### config.mk
export PLATFORM = sky130hd
export DESIGN_NAME = apb_master_flat
export DESIGN_NICKNAME = d
export VERILOG_FILES = /design/src/rtl/apb_master_if.sv /design/src/rtl/apb_master.sv /design/src/flat_wrapper.sv
export SDC_FILE = /design/constraint.sdc
export NUM_CORES = 1
export LEC_CHECK = 0
export CAP_MARGIN = 20
export CORE_MARGIN = 3
export CORE_UTILIZATION = 40
export CTS_CLUSTER_SIZE = 20
export DETAILED_ROUTE_END_ITERATION = 7
export PLACE_DENSITY = 0.83
export SYNTH_ARGS = -nofsm -noshare
export SYNTH_HDL_FRONTEND = slang
export SYNTH_SLANG_ARGS = --single-unit
### constraint.sdc
create_clock -name PCLK -period 4.1 [get_ports PCLK]
set_clock_uncertainty 0.05 [all_clocks]
set_input_delay 1.23 -clock PCLK [delete_from_list [all_inputs] [get_ports PCLK]]
set_output_delay 1.23 -clock PCLK [all_outputs]
set_load 0.1 [all_outputs]
### src/rtl/apb_master_if.sv
// Bundle of the local command/response port and the APB requester-side bus,
// seen from the bridge (master) or from the surrounding logic (slave).
interface apb_master_if #(
  parameter int ADDWIDTH  = 8,
  parameter int DATAWIDTH = 32
);
  localparam int STRBWIDTH = DATAWIDTH / 8;

  // Local command port
  logic                 cmd_valid;
  logic                 cmd_ready;
  logic                 cmd_write;
  logic [ADDWIDTH-1:0]  cmd_addr;
  logic [DATAWIDTH-1:0] cmd_wdata;
  logic [STRBWIDTH-1:0] cmd_strb;

  // Local response port
  logic                 rsp_valid;
  logic [DATAWIDTH-1:0] rsp_rdata;
  logic                 rsp_err;

  // APB bus
  logic                 PSEL;
  logic                 PENABLE;
  logic                 PWRITE;
  logic [ADDWIDTH-1:0]  PADDR;
  logic [DATAWIDTH-1:0] PWDATA;
  logic [STRBWIDTH-1:0] PSTRB;
  logic                 PREADY;
  logic [DATAWIDTH-1:0] PRDATA;

  modport master (
    input  cmd_valid, cmd_write, cmd_addr, cmd_wdata, cmd_strb,
    output cmd_ready,
    output rsp_valid, rsp_rdata, rsp_err,
    output PSEL, PENABLE, PWRITE, PADDR, PWDATA, PSTRB,
    input  PREADY, PRDATA
  );

  modport slave (
    output cmd_valid, cmd_write, cmd_addr, cmd_wdata, cmd_strb,
    input  cmd_ready,
    input  rsp_valid, rsp_rdata, rsp_err,
    input  PSEL, PENABLE, PWRITE, PADDR, PWDATA, PSTRB,
    output PREADY, PRDATA
  );
endinterface

### src/rtl/apb_master.sv
// APB requester: one command at a time, SETUP/ACCESS transfer with bounded PREADY
// wait, one-cycle response pulse. Every output comes straight from a register.
module apb_master #(
  parameter int ADDWIDTH  = 8,
  parameter int DATAWIDTH = 32,
  parameter int TIMEOUT   = 16
) (
  input  logic            PCLK,
  input  logic            PRESET,
  apb_master_if.master    bus
);

  localparam int STRBWIDTH = DATAWIDTH / 8;
  localparam int CNT_W     = (TIMEOUT > 1) ? $clog2(TIMEOUT) : 1;
  localparam logic [CNT_W-1:0] WAIT_LIMIT = (TIMEOUT > 0) ? CNT_W'(TIMEOUT - 1) : '0;

  typedef enum logic [1:0] {
    S_IDLE   = 2'd0,
    S_SETUP  = 2'd1,
    S_ACCESS = 2'd2
  } state_e;

  state_e               state_q,     state_d;
  logic                 cmd_ready_q, cmd_ready_d;
  logic                 rsp_valid_q, rsp_valid_d;
  logic [DATAWIDTH-1:0] rsp_rdata_q, rsp_rdata_d;
  logic                 rsp_err_q,   rsp_err_d;
  logic                 psel_q,      psel_d;
  logic                 penable_q,   penable_d;
  logic                 pwrite_q,    pwrite_d;
  logic [ADDWIDTH-1:0]  paddr_q,     paddr_d;
  logic [DATAWIDTH-1:0] pwdata_q,    pwdata_d;
  logic [STRBWIDTH-1:0] pstrb_q,     pstrb_d;
  logic [CNT_W-1:0]     wait_cnt_q,  wait_cnt_d;

  always_ff @(posedge PCLK) begin
    if (PRESET) begin
      state_q     <= S_IDLE;
      cmd_ready_q <= 1'b1;
      rsp_valid_q <= 1'b0;
      rsp_rdata_q <= '0;
      rsp_err_q   <= 1'b0;
      psel_q      <= 1'b0;
      penable_q   <= 1'b0;
      pwrite_q    <= 1'b0;
      paddr_q     <= '0;
      pwdata_q    <= '0;
      pstrb_q     <= '0;
      wait_cnt_q  <= '0;
    end else begin
      state_q     <= state_d;
      cmd_ready_q <= cmd_ready_d;
      rsp_valid_q <= rsp_valid_d;
      rsp_rdata_q <= rsp_rdata_d;
      rsp_err_q   <= rsp_err_d;
      psel_q      <= psel_d;
      penable_q   <= penable_d;
      pwrite_q    <= pwrite_d;
      paddr_q     <= paddr_d;
      pwdata_q    <= pwdata_d;
      pstrb_q     <= pstrb_d;
      wait_cnt_q  <= wait_cnt_d;
    end
  end

  always_comb begin
    state_d     = state_q;
    cmd_ready_d = cmd_ready_q;
    rsp_valid_d = 1'b0;
    rsp_rdata_d = '0;
    rsp_err_d   = 1'b0;
    psel_d      = psel_q;
    penable_d   = penable_q;
    pwrite_d    = pwrite_q;
    paddr_d     = paddr_q;
    pwdata_d    = pwdata_q;
    pstrb_d     = pstrb_q;
    wait_cnt_d  = wait_cnt_q;

    case (state_q)
      S_IDLE: begin
        if (bus.cmd_valid && cmd_ready_q) begin
          state_d     = S_SETUP;
          cmd_ready_d = 1'b0;
          psel_d      = 1'b1;
          penable_d   = 1'b0;
          pwrite_d    = bus.cmd_write;
          paddr_d     = bus.cmd_addr;
          // Reads put nothing on the write lanes.
          pwdata_d    = bus.cmd_write ? bus.cmd_wdata : '0;
          pstrb_d     = bus.cmd_write ? bus.cmd_strb  : '0;
        end
      end

      S_SETUP: begin
        state_d    = S_ACCESS;
        penable_d  = 1'b1;
        wait_cnt_d = '0;
      end

      S_ACCESS: begin
        // PREADY wins over the timeout when both land in the same cycle.
        if (bus.PREADY) begin
          state_d     = S_IDLE;
          cmd_ready_d = 1'b1;
          psel_d      = 1'b0;
          penable_d   = 1'b0;
          rsp_valid_d = 1'b1;
          rsp_rdata_d = pwrite_q ? '0 : bus.PRDATA;
        end else if ((TIMEOUT != 0) && (wait_cnt_q == WAIT_LIMIT)) begin
          state_d     = S_IDLE;
          cmd_ready_d = 1'b1;
          psel_d      = 1'b0;
          penable_d   = 1'b0;
          rsp_valid_d = 1'b1;
          rsp_err_d   = 1'b1;
        end else if (TIMEOUT != 0) begin
          wait_cnt_d = wait_cnt_q + CNT_W'(1);
        end
      end

      default: begin
        state_d     = S_IDLE;
        cmd_ready_d = 1'b1;
        psel_d      = 1'b0;
        penable_d   = 1'b0;
      end
    endcase
  end

  assign bus.cmd_ready = cmd_ready_q;
  assign bus.rsp_valid = rsp_valid_q;
  assign bus.rsp_rdata = rsp_rdata_q;
  assign bus.rsp_err   = rsp_err_q;
  assign bus.PSEL      = psel_q;
  assign bus.PENABLE   = penable_q;
  assign bus.PWRITE    = pwrite_q;
  assign bus.PADDR     = paddr_q;
  assign bus.PWDATA    = pwdata_q;
  assign bus.PSTRB     = pstrb_q;

endmodule

### src/flat_wrapper.sv
// flat-port wrapper written by rule: the top's interface ports become plain ports
module apb_master_flat 
#(
  parameter int ADDWIDTH  = 8,
  parameter int DATAWIDTH = 32,
  parameter int TIMEOUT   = 16
)
  (PCLK, PRESET, bus_cmd_valid, bus_cmd_write, bus_cmd_addr, bus_cmd_wdata, bus_cmd_strb, bus_cmd_ready, bus_rsp_valid, bus_rsp_rdata, bus_rsp_err, bus_PSEL, bus_PENABLE, bus_PWRITE, bus_PADDR, bus_PWDATA, bus_PSTRB, bus_PREADY, bus_PRDATA);
  apb_master_if #(.ADDWIDTH(ADDWIDTH), .DATAWIDTH(DATAWIDTH)) bus_i ();
  input  logic PCLK;
  input  logic PRESET;
  input wire logic [$bits(bus_i.cmd_valid)-1:0] bus_cmd_valid;
  input wire logic [$bits(bus_i.cmd_write)-1:0] bus_cmd_write;
  input wire logic [$bits(bus_i.cmd_addr)-1:0] bus_cmd_addr;
  input wire logic [$bits(bus_i.cmd_wdata)-1:0] bus_cmd_wdata;
  input wire logic [$bits(bus_i.cmd_strb)-1:0] bus_cmd_strb;
  output wire logic [$bits(bus_i.cmd_ready)-1:0] bus_cmd_ready;
  output wire logic [$bits(bus_i.rsp_valid)-1:0] bus_rsp_valid;
  output wire logic [$bits(bus_i.rsp_rdata)-1:0] bus_rsp_rdata;
  output wire logic [$bits(bus_i.rsp_err)-1:0] bus_rsp_err;
  output wire logic [$bits(bus_i.PSEL)-1:0] bus_PSEL;
  output wire logic [$bits(bus_i.PENABLE)-1:0] bus_PENABLE;
  output wire logic [$bits(bus_i.PWRITE)-1:0] bus_PWRITE;
  output wire logic [$bits(bus_i.PADDR)-1:0] bus_PADDR;
  output wire logic [$bits(bus_i.PWDATA)-1:0] bus_PWDATA;
  output wire logic [$bits(bus_i.PSTRB)-1:0] bus_PSTRB;
  input wire logic [$bits(bus_i.PREADY)-1:0] bus_PREADY;
  input wire logic [$bits(bus_i.PRDATA)-1:0] bus_PRDATA;
  assign bus_i.cmd_valid = bus_cmd_valid;
  assign bus_i.cmd_write = bus_cmd_write;
  assign bus_i.cmd_addr = bus_cmd_addr;
  assign bus_i.cmd_wdata = bus_cmd_wdata;
  assign bus_i.cmd_strb = bus_cmd_strb;
  assign bus_cmd_ready = bus_i.cmd_ready;
  assign bus_rsp_valid = bus_i.rsp_valid;
  assign bus_rsp_rdata = bus_i.rsp_rdata;
  assign bus_rsp_err = bus_i.rsp_err;
  assign bus_PSEL = bus_i.PSEL;
  assign bus_PENABLE = bus_i.PENABLE;
  assign bus_PWRITE = bus_i.PWRITE;
  assign bus_PADDR = bus_i.PADDR;
  assign bus_PWDATA = bus_i.PWDATA;
  assign bus_PSTRB = bus_i.PSTRB;
  assign bus_i.PREADY = bus_PREADY;
  assign bus_i.PRDATA = bus_PRDATA;
  apb_master #(.ADDWIDTH(ADDWIDTH), .DATAWIDTH(DATAWIDTH), .TIMEOUT(TIMEOUT)) u_core (.PCLK(PCLK), .PRESET(PRESET), .bus(bus_i));
endmodule
==> results of run 1 <==
-- cell families (layout without fill, tap and decap cells) --
group                      after synthesis  in the layout  synth area share, %
adders and majority gates                1              1                0.426
buffers and inverters                   25            183                 4.35
DFF                                     87             87                 59.4
and+or+nand+nor                        142            142                 25.1
AOI/OAI and AO/OA                       57             57                 10.4
muxes                                    1              1                0.341
-- Yosys cell counts (2+ instances only) --
cell	n	share of area [%]
nand2_1	55	7.0
clkbuf_1	7	0.90
nand3_1	39	6.7
and2_1	26	5.5
a21oi_1	49	8.4
buf_1	3	0.38
o211ai_1	2	0.51
clkbuf_2	3	0.51
buf_2	6	1.0
nor2_1	2	0.26
and2_2	6	1.5
nor3_1	2	0.34
dfxtp_1	87	59
buf_4	4	1.0
-- per-layer routing --
layer | global-route usage, % | wire length, µm | up-vias
met5 | 0 | 0 | -
met2 | 32.9 | 3980 | 125
li1 | - | - | 1349
met3 | 9.52 | 1040 | 5
met1 | 20.9 | 3070 | 1272
met4 | 6.41 | 55 | 0
-- cells in the final DEF (no fill, tap or decap), types with 3 or more instances in the layout --
master,count
a21oi_1,49
and2_1,26
and2_2,6
buf_4,6
bufinv_16,3
clkbuf_8,9
clkdlybuf4s50_1,159
dfxtp_1,87
nand2_1,55
nand3_1,39
-- per-stage QoR --
stage	hold slack (ns)	cell area, µm²	setup slack [ns]	total power, µW
floorplan	0.421	2930	1.82	1190
global placement	0.387	4580	0.942	1330
detailed placement	0.393	4580	0.890	1330
CTS	0.404	4810	0.894	2020
global route	0.424	4810	0.857	2080
finish	0.403	4810	0.917	2000
-- area by class of cell --
type	count	area [µm²]	area share, %
tap	96	120	2.49
sequential	87	1740	36.2
multi-input combinational	201	1070	22.2
clock buffer	11	131	2.73
timing repair buffer	166	1640	34.1
clock inverter	5	106	2.21
inverter	1	3.75	0.0780
-- power by group through the flow --
stage | Sequential, µW | Clock, µW | Combinational [µW]
after CTS | 890 | 706 | 426
after floorplan | 1110 | 0 | 84.9
final | 890 | 688 | 423
after global placement | 908 | 0 | 420
after detailed placement | 909 | 0 | 424
after global routing | 893 | 746 | 443
-- path summary, 6_finish.rpt --
check,end,slack (ns),cells after the start,from
worst max register to register,u_core.bus.PWDATA[19],2.13,4,u_core.state_q[1]
worst min register to register,u_core.bus.PWDATA[12],0.40,2,u_core.bus.PWDATA[12]
worst max-delay path,bus_cmd_ready,0.92,1,u_core.bus.cmd_ready
worst min-delay path,u_core.bus.PWDATA[12],0.40,2,u_core.bus.PWDATA[12]
-- flip-flops by register name (all words and copies together), names as in the netlist --
name and cells:
u_core.bus.rsp_err 1, u_core.bus.rsp_rdata 32, u_core.wait_cnt_q 4, u_core.bus.rsp_valid 1
u_core.bus.PSEL 1, u_core.bus.PWRITE 1, u_core.bus.PADDR 8, u_core.bus.PSTRB 4
u_core.bus.cmd_ready 1, u_core.bus.PWDATA 32, u_core.state_q 2
-- worst reg2reg max path, stage by stage, from the launching register on --
cell and delay (ns):
dfxtp_1 0.38, nand4bb_2 0.77, buf_4 0.48, nand2_1 0.10
a21oi_1 0.06
==> summary.md, run 1 <==
| Metric | Value |
|---|---|
| WP data arrival | approximately 1.9 ns |
| CTS hold repair buffers | 0 |
| Seq/Total Area, Yosys | 59.4% |
| Layout area overhead | 64.1% |
| Clock network power share | 34.4% |
| Die area | 8400 µm² |
| Syn_area_per_cell | 9.37 µm² |
| TNS Setup | 0 ns |
| DP Wirelength | slightly below 6000 µm |
| Wire length per cell | around 14 µm |
| Starting Density | 42.3% |
| VDD IR max | about 0.27 mV |
| Share of layout cells above drive strength 1 | slightly below 7% |
| Setup-failing EPs final | 0 |
| Synth Net Count | around 400 |
| Distinct cells, synth | 36 |
| Global placer's final weighted congestion | 0.803 |
| Total Nets Final | 548 |
| Num CTS Buffers | 9 |
| DRT antenna net count | 0 |
| CTS resizes | 0 |
| Fin crit period | 3.18 ns |
| Core region area | 6940 µm² |
| PortBufs | roughly 160 |
| Vias per cell | 4.85 |
| Critical path fanouts, max | 4 |
| Critical Path Sink Type | primary output |
| # rows | 30 |
| Fin crit share | 77.6% |
| Max Freq | about 0.31 GHz |
| Hold Fails Final Rpt | 0 |
| GRT Resource Usage Total | 19.3% |
| CP Launch Type | flip-flop |
| H-tree depth | 3 |
| Final WL | 8150 µm |
| Max Slew Vio Count | 0 |
| DRT iter0 DRCs | 115 |
| CP max stage cell | clkdlybuf4s50_1 |
| CTS Sinks | 87 |
| Clock slew seen by the registers of the worst setup and hold paths | 0.08 ns |
| Residual DRC count | 0 |
| Pwr dens | 416 nW/µm² |
| Post-Route Utilization | ~70% |
| Non-Filler Instances | 567 |
| First-pass GRT wire length | 13000 µm |
| Critical path required time | around 2.8 ns |
| RSZ-0062 raised after global routing | no |
| DR pass1 iterations | 4 |
| N_diodes | 0 |
| Post-synth EDFFs | 0 |
| Synth Instances | 313 |
| Synthesis-stage register bit count | 87 |
| Slowest stage delay, CP | 1.16 ns |
| Net switching fraction of the power | 29.2% |
| Psw | slightly below 600 µW |
| CTS tree | done |
| Gate power share | 21.2% |
| Worst slew margin | 32.8% |
| Longest Clk Path Bufs | 2 |
| Initial antenna violation count | 0 |
| Root buffer cell | clkbuf_8 |
| DR vias | 2751 |
| Yosys warning count | 0 |
| Seq pwr share | 44.5% |
| Die height | 91.6 µm |
| Ys flop type | dfxtp_1 |
| Mapped Area | between 2000 and 3000 µm² |
| Die W | 91.6 µm |
| Post-synth ARST share | 0% |
| CP Class | flip-flop to primary output |
| Internal Power | 1420 µW |
| Largest net degree at the start of global routing | 47 |
| Fillers | 534 |
| Slew @ Worst Pin | 1.01 ns |
| Max-cap viol count | 0 |
| Delay-heaviest family, CP | buffers and inverters |
| Post-CTS Setup Inserts | 0 |
| CP cell instances | clkdlybuf4s50_1 |
| Clk_lat worst skew | between 0.3 and 0.4 ns |
| Hold Path Class | flip-flop to flip-flop |
| CP bufs+invs | 1 |
| Placed Cells | 551 |
| I/O pin count | 163 |
| Number of global-route vias before repair | between 2k and 3k |
| Leakage | 0.00173 µW |
| Run status | finished clean |
| Grt total ovfl | 0 |
Power figures use the tool's default switching activity.
==> run 2, diff against run 1 <==
CORE_UTILIZATION = 34   (was 40)
PLACE_DENSITY = 0.75   (was 0.83)
clock period = 2.8 ns   (was 4.1 ns; I/O delays follow)
==> run 2 against run 1 <==
Effect of this change: clock power grew 34%; power increased by 42%; combinational power grew 45%; critical path depth stayed put; hold slack improved by 0.00095 ns; setup slack worse by 0.14 ns; cell count is 1.8% higher; utilization is 14 points lower; count of clock-buffer cells in the layout up 1; via count down 0.40%; non-clock buffer count up 1; sequential share of layout area up 1.5 points; critical endpoint is now bus_PENABLE; highest routed layer unchanged.
==> summary.md, run 2 (same netlist as run 1, synthesis figures left out) <==
| Metric | Value |
|---|---|
| Delay-heaviest family, CP | flip-flops |
| Residual DRC count | 0 (unchanged) |
| Critical path fanouts, max | 8 (+4) |
| CTS hold repair buffers | 0 (unchanged) |
| CP bufs+invs | 1 (unchanged) |
| Setup ws final | 0.774 ns (-0.143 ns) |
| Starting Density | 35.4% (-6.9 points) |
| Global placer's final weighted congestion | 0.780 (-2.9%) |
| Most common cell after layout, fill and taps aside | dfxtp_1 |
| Wire length per cell | 13.9 µm (-3.5%) |
| Core region area | 8300 µm² (+20%) |
| First-pass GRT wire length | 12900 µm (-0.74%) |
| Share of layout cells above drive strength 1 | 24.4% (+18 points) |
| DRT iter0 DRCs | 96 (-17%) |
| Fin crit share | 72.4% |
| Max Slew Vio Count | 0 (unchanged) |
| Leakage | 0.00189 µW (+9.3%) |
| Post-CTS Setup Inserts | 0 (unchanged) |
| Pwr dens | 615 nW/µm² (+48%) |
| DP Wirelength | 5610 µm (-4.7%) |
| DR pass1 iterations | 4 (unchanged) |
| CTS tree | done |
| Total Nets Final | 549 (+0.18%) |
| Hold Path Class | flip-flop to flip-flop |
| Largest net degree at the start of global routing | 47 (unchanged) |
| Num CTS Buffers | 9 (unchanged) |
| Vias per cell | 4.75 (-2.1%) |
| Die W | 98.9 µm (+7.9%) |
| Root buffer cell | clkbuf_8 |
| CTS resizes | 0 (unchanged) |
| H-tree depth | 3 (unchanged) |
| PortBufs | 162 (unchanged) |
| N_diodes | 0 (unchanged) |
| Clock slew seen by the registers of the worst setup and hold paths | 0.09 ns (about the same) |
| Fin crit period | 2.03 ns |
| Number of global-route vias before repair | 2752 (+2.2%) |
| Run status | finished clean |
| Critical path required time | 1.91 ns (-0.91 ns) |
| Slowest stage delay, CP | 0.45 ns (-0.71 ns) |
| # rows | 33 (+10%) |
| Most frequent cells in the layout | dfxtp_1, buf_4, clkdlybuf4s50_1, nand2_1, a21oi_1 |
| Setup-failing EPs final | 0 (unchanged) |
| DR vias | 2740 (-0.40%) |
| Fillers | 746 (+40%) |
| Layout area overhead | 57.6% |
| Grt total ovfl | 0 (unchanged) |
| Die height | 98.9 µm (+7.9%) |
| Final WL | 8000 µm (-1.8%) |
| TNS Setup | 0 ns (unchanged) |
| VDD IR max | 0.253 mV (-7.0%) |
| CP Launch Type | flip-flop |
| Worst slew margin | 67.0% (+34 points) |
| CP cell instances | buf_4 |
| Pre-CTS WS | 0.503 ns (-0.386 ns) |
| Slew @ Worst Pin | 0.494 ns (-0.511 ns) |
| WP data arrival | 1.14 ns (-0.76 ns) |
| Area of the multi-input gates | 1070 µm² (unchanged) |
| RSZ-0062 raised after global routing | no |
| Critical Path Sink Type | primary output |
| Max-cap viol count | 0 (unchanged) |
| Initial antenna violation count | 0 (unchanged) |
| Clk_lat worst skew | 0.34 ns (about the same) |
| DRT antenna net count | 0 (unchanged) |
| Register area | 1740 µm² (unchanged) |
| Die area | 9780 µm² (+16%) |
| Max Freq | 0.494 GHz |
| CP max stage cell | dfxtp_1 |
| CTS Sinks | 87 (unchanged) |
| Longest Clk Path Bufs | 2 (unchanged) |
| I/O pin count | 163 (unchanged) |
| GRT Resource Usage Total | 16.3% (-3.0 points) |
| CP Class | flip-flop to primary output |
| Hold Fails Final Rpt | 0 (unchanged) |
run 2: final cells by class:
class,instances,area share (%)
Inverter,1,0.0812
Clock buffer,12,3.57
Clock inverter,4,1.11
Multi-Input combinational cell,201,23.1
Timing Repair Buffer,167,31.6
Tap cell,105,2.84
Sequential cell,87,37.7
run 2: final timing paths:
kind	start	depth (start not counted)	end	slack [ns]
setup / recovery	u_core.state_q[1]	1	bus_PENABLE	0.77
hold / removal	u_core.bus.PWDATA[12]	2	u_core.bus.PWDATA[12]	0.40
setup reg to reg	u_core.state_q[1]	4	u_core.bus.rsp_rdata[11]	1.24
hold reg to reg	u_core.bus.PWDATA[12]	2	u_core.bus.PWDATA[12]	0.40
run 2: where the power goes:
part           switching (µW)  internal [µW]  total (µW)
clock network             437            488         925
registers                23.9           1280        1300
logic                     422            193         615
run 2: per-layer routing:
metal | share of wire, % | track usage (%) | up-vias
li1 | - | - | 1354
met4 | 1.3 | 5.99 | 0
met5 | 0 | 0 | -
met1 | 40 | 19.5 | 1230
met3 | 15 | 9.13 | 9
met2 | 43 | 24.6 | 147
run 2: per-stage QoR:
stage / cell area, µm² / hold slack [ns] / total power, µW / std cells / utilization [%]
3_5_place_dp: 4410 / 0.395 / 1950 / 561 / 53.1
6_report: 4620 / 0.404 / 2840 / 577 / 55.7
2_1_floorplan: 2930 / 0.421 / 1740 / 313 / -
4_1_cts: 4620 / 0.406 / 2880 / 577 / 55.7
5_1_grt: 4620 / 0.420 / 2960 / 577 / 55.7
3_3_place_gp: 4410 / 0.389 / 1940 / 561 / 53.1
==> run 3, diff against run 2 <==
clock period = 1.74 ns   (was 2.8 ns; I/O delays follow)
==> run 3 against run 2 <==
Effect of this change: setup slack worse by 0.65 ns; die area unchanged; largest cell class is now non-clock buffers; clock power rose by 86%; largest power group unchanged; design area rose by 25%; critical endpoint is now u_core.bus.PWDATA[1].
==> summary.md, run 3 (same netlist as run 1, synthesis figures left out) <==
| Metric | Value |
|---|---|
| Critical path fanouts, max | 37 (+29) |
| # rows | 33 (unchanged) |
| CTS hold repair buffers | 0 (unchanged) |
| CP max stage cell | clkdlybuf4s50_1 |
| Core region area | 8300 µm² (unchanged) |
| Global placer's final weighted congestion | 0.742 (-4.9%) |
| Most frequent cells in the layout | buf_12, dfxtp_1, clkdlybuf4s50_1, nand2_1, a21oi_1 |
| First-pass GRT wire length | 13900 µm (+7.5%) |
| CP cell instances | clkdlybuf4s50_1, and4bb_2, buf_12, nand3_1, a21oi_1 |
| Largest net degree at the start of global routing | 47 (unchanged) |
| Clk_lat worst skew | 0.34 ns (about the same) |
| RSZ-0062 raised after global routing | no |
| N_diodes | 0 (unchanged) |
| Post-CTS Setup Inserts | 0 (unchanged) |
| Share of layout cells above drive strength 1 | 25.6% (+1.2 points) |
| Pwr dens | 871 nW/µm² (+42%) |
| Critical path required time | 1.95 ns (+0.04 ns) |
| I/O pin count | 163 (unchanged) |
| DR pass1 iterations | 4 (unchanged) |
| Die W | 98.9 µm (unchanged) |
| Slowest stage delay, CP | 0.52 ns (+0.07 ns) |
| CP bufs+invs | 2 (+1) |
| GRT Resource Usage Total | 18.0% (+1.6 points) |
| Worst slew margin | 77.5% (+10 points) |
| Critical Path Sink Type | flip-flop |
| H-tree depth | 3 (unchanged) |
| Wire length per cell | 15.1 µm (+8.7%) |
| Vias per cell | 4.78 (+0.66%) |
| Grt total ovfl | 0 (unchanged) |
| CTS tree | done |
| Max Freq | a little over 0.6 GHz |
| CTS resizes | 0 (unchanged) |
| Total Nets Final | 554 (+0.91%) |
| Clock slew seen by the registers of the worst setup and hold paths | 0.08 ns (about the same) |
| Longest Clk Path Bufs | 2 (unchanged) |
| CP Class | primary input to flip-flop |
| Reg-to-reg setup timing slack | 0.30 ns (-0.94 ns) |
| Setup-failing EPs final | 0 (unchanged) |
| Max Slew Vio Count | 0 (unchanged) |
| PortBufs | 162 (unchanged) |
| Hold Fails Final Rpt | 0 (unchanged) |
| Most common cell after layout, fill and taps aside | buf_12 |
| TNS Setup | 0 ns (unchanged) |
| Delay-heaviest family, CP | buffers and inverters |
| Fin crit period | 1.62 ns |
| Initial antenna violation count | 0 (unchanged) |
| Max-cap viol count | 0 (unchanged) |
| VDD IR max | 0.527 mV (+110%) |
| Die height | 98.9 µm (unchanged) |
| CP Launch Type | primary input |
| Fin crit share | 92.9% |
| Leakage | 0.00218 µW (+15%) |
| Post-Route Utilization | 69.5% (+14 points) |
| Die area | 9780 µm² (unchanged) |
| DR vias | 2782 (+1.5%) |
| Starting Density | 35.4% (unchanged) |
| DRT antenna net count | 0 (unchanged) |
| Layout area overhead | 96.5% |
| Final WL | 8770 µm (+9.7%) |
| Number of global-route vias before repair | 2805 (+1.9%) |
| Run status | finished clean |
| Slew @ Worst Pin | 0.338 ns (-0.157 ns) |
| WP data arrival | 1.83 ns (+0.69 ns) |
| CTS Sinks | 87 (unchanged) |
| DP Wirelength | 6710 µm (+20%) |
| Num CTS Buffers | 9 (unchanged) |
| Hold Path Class | flip-flop to flip-flop |
| DRT iter0 DRCs | 105 (+9.4%) |
| Residual DRC count | 0 (unchanged) |
| Root buffer cell | clkbuf_8 |
## run 3: changes by cell type in the layout (fill, tap and decap cells not counted), moves of 2 or more
cell / delta
dfxtp_1: -2
bufinv_16: +2
buf_4: -80
dfxtp_2: +2
buf_12: +85
## run 3: final timing paths
path / startpoint / end / cells past startpoint
worst max register to register: u_core.wait_cnt_q[0] / u_core.wait_cnt_q[0] / 4
worst min register to register: u_core.bus.PWDATA[26] / u_core.bus.PWDATA[26] / 2
worst min-delay path: u_core.bus.PWDATA[26] / u_core.bus.PWDATA[26] / 2
worst max-delay path: bus_cmd_valid / u_core.bus.PWDATA[1] / 5
## run 3: layout make-up
| type | count | area (µm²) |
|---|---|---|
| well taps | 105 | 131 |
| fillers | 586 | 2530 |
| repair buffers | 172 | 2560 |
| clock buffers | 11 | 151 |
| clock inverters | 5 | 104 |
| flip-flops and latches | 87 | 1740 |
| multi-input cells | 201 | 1070 |
| inverters | 1 | 3.75 |
## run 3: through the flow
stage	power [µW]	hold slack (ns)	cells	instance area [µm²]	worst slack, ns
2_1_floorplan	2810	0.421	313	2940	0.0740
5_1_grt	5200	0.455	582	5770	0.0823
3_3_place_gp	3340	0.425	566	5510	-0.135
3_5_place_dp	3360	0.432	566	5510	-0.239
6_report	5030	0.438	582	5770	0.124
4_1_cts	5080	0.443	582	5770	0.123
## run 3: worst reg2reg max path, cell delays in order, from the launching register on
cell and delay [ns]:
dfxtp_1 0.34, ha_1 0.24, a31o_2 0.30, or3_1 0.31, a21oi_1 0.13
## run 3: power breakdown
part           total, µW  internal [µW]  switching, µW
sequential          2130           2060           73.4
clock               1720           1030            685
combinational       1180            488            688
## run 3: layer usage
layer	wire length, µm	vias to the layer above	track usage [%]
met2	4180	141	29.8
met1	3260	1264	18.9
met4	182	0	7.35
li1	-	1360	-
met3	1150	17	9.91
met5	0	-	0
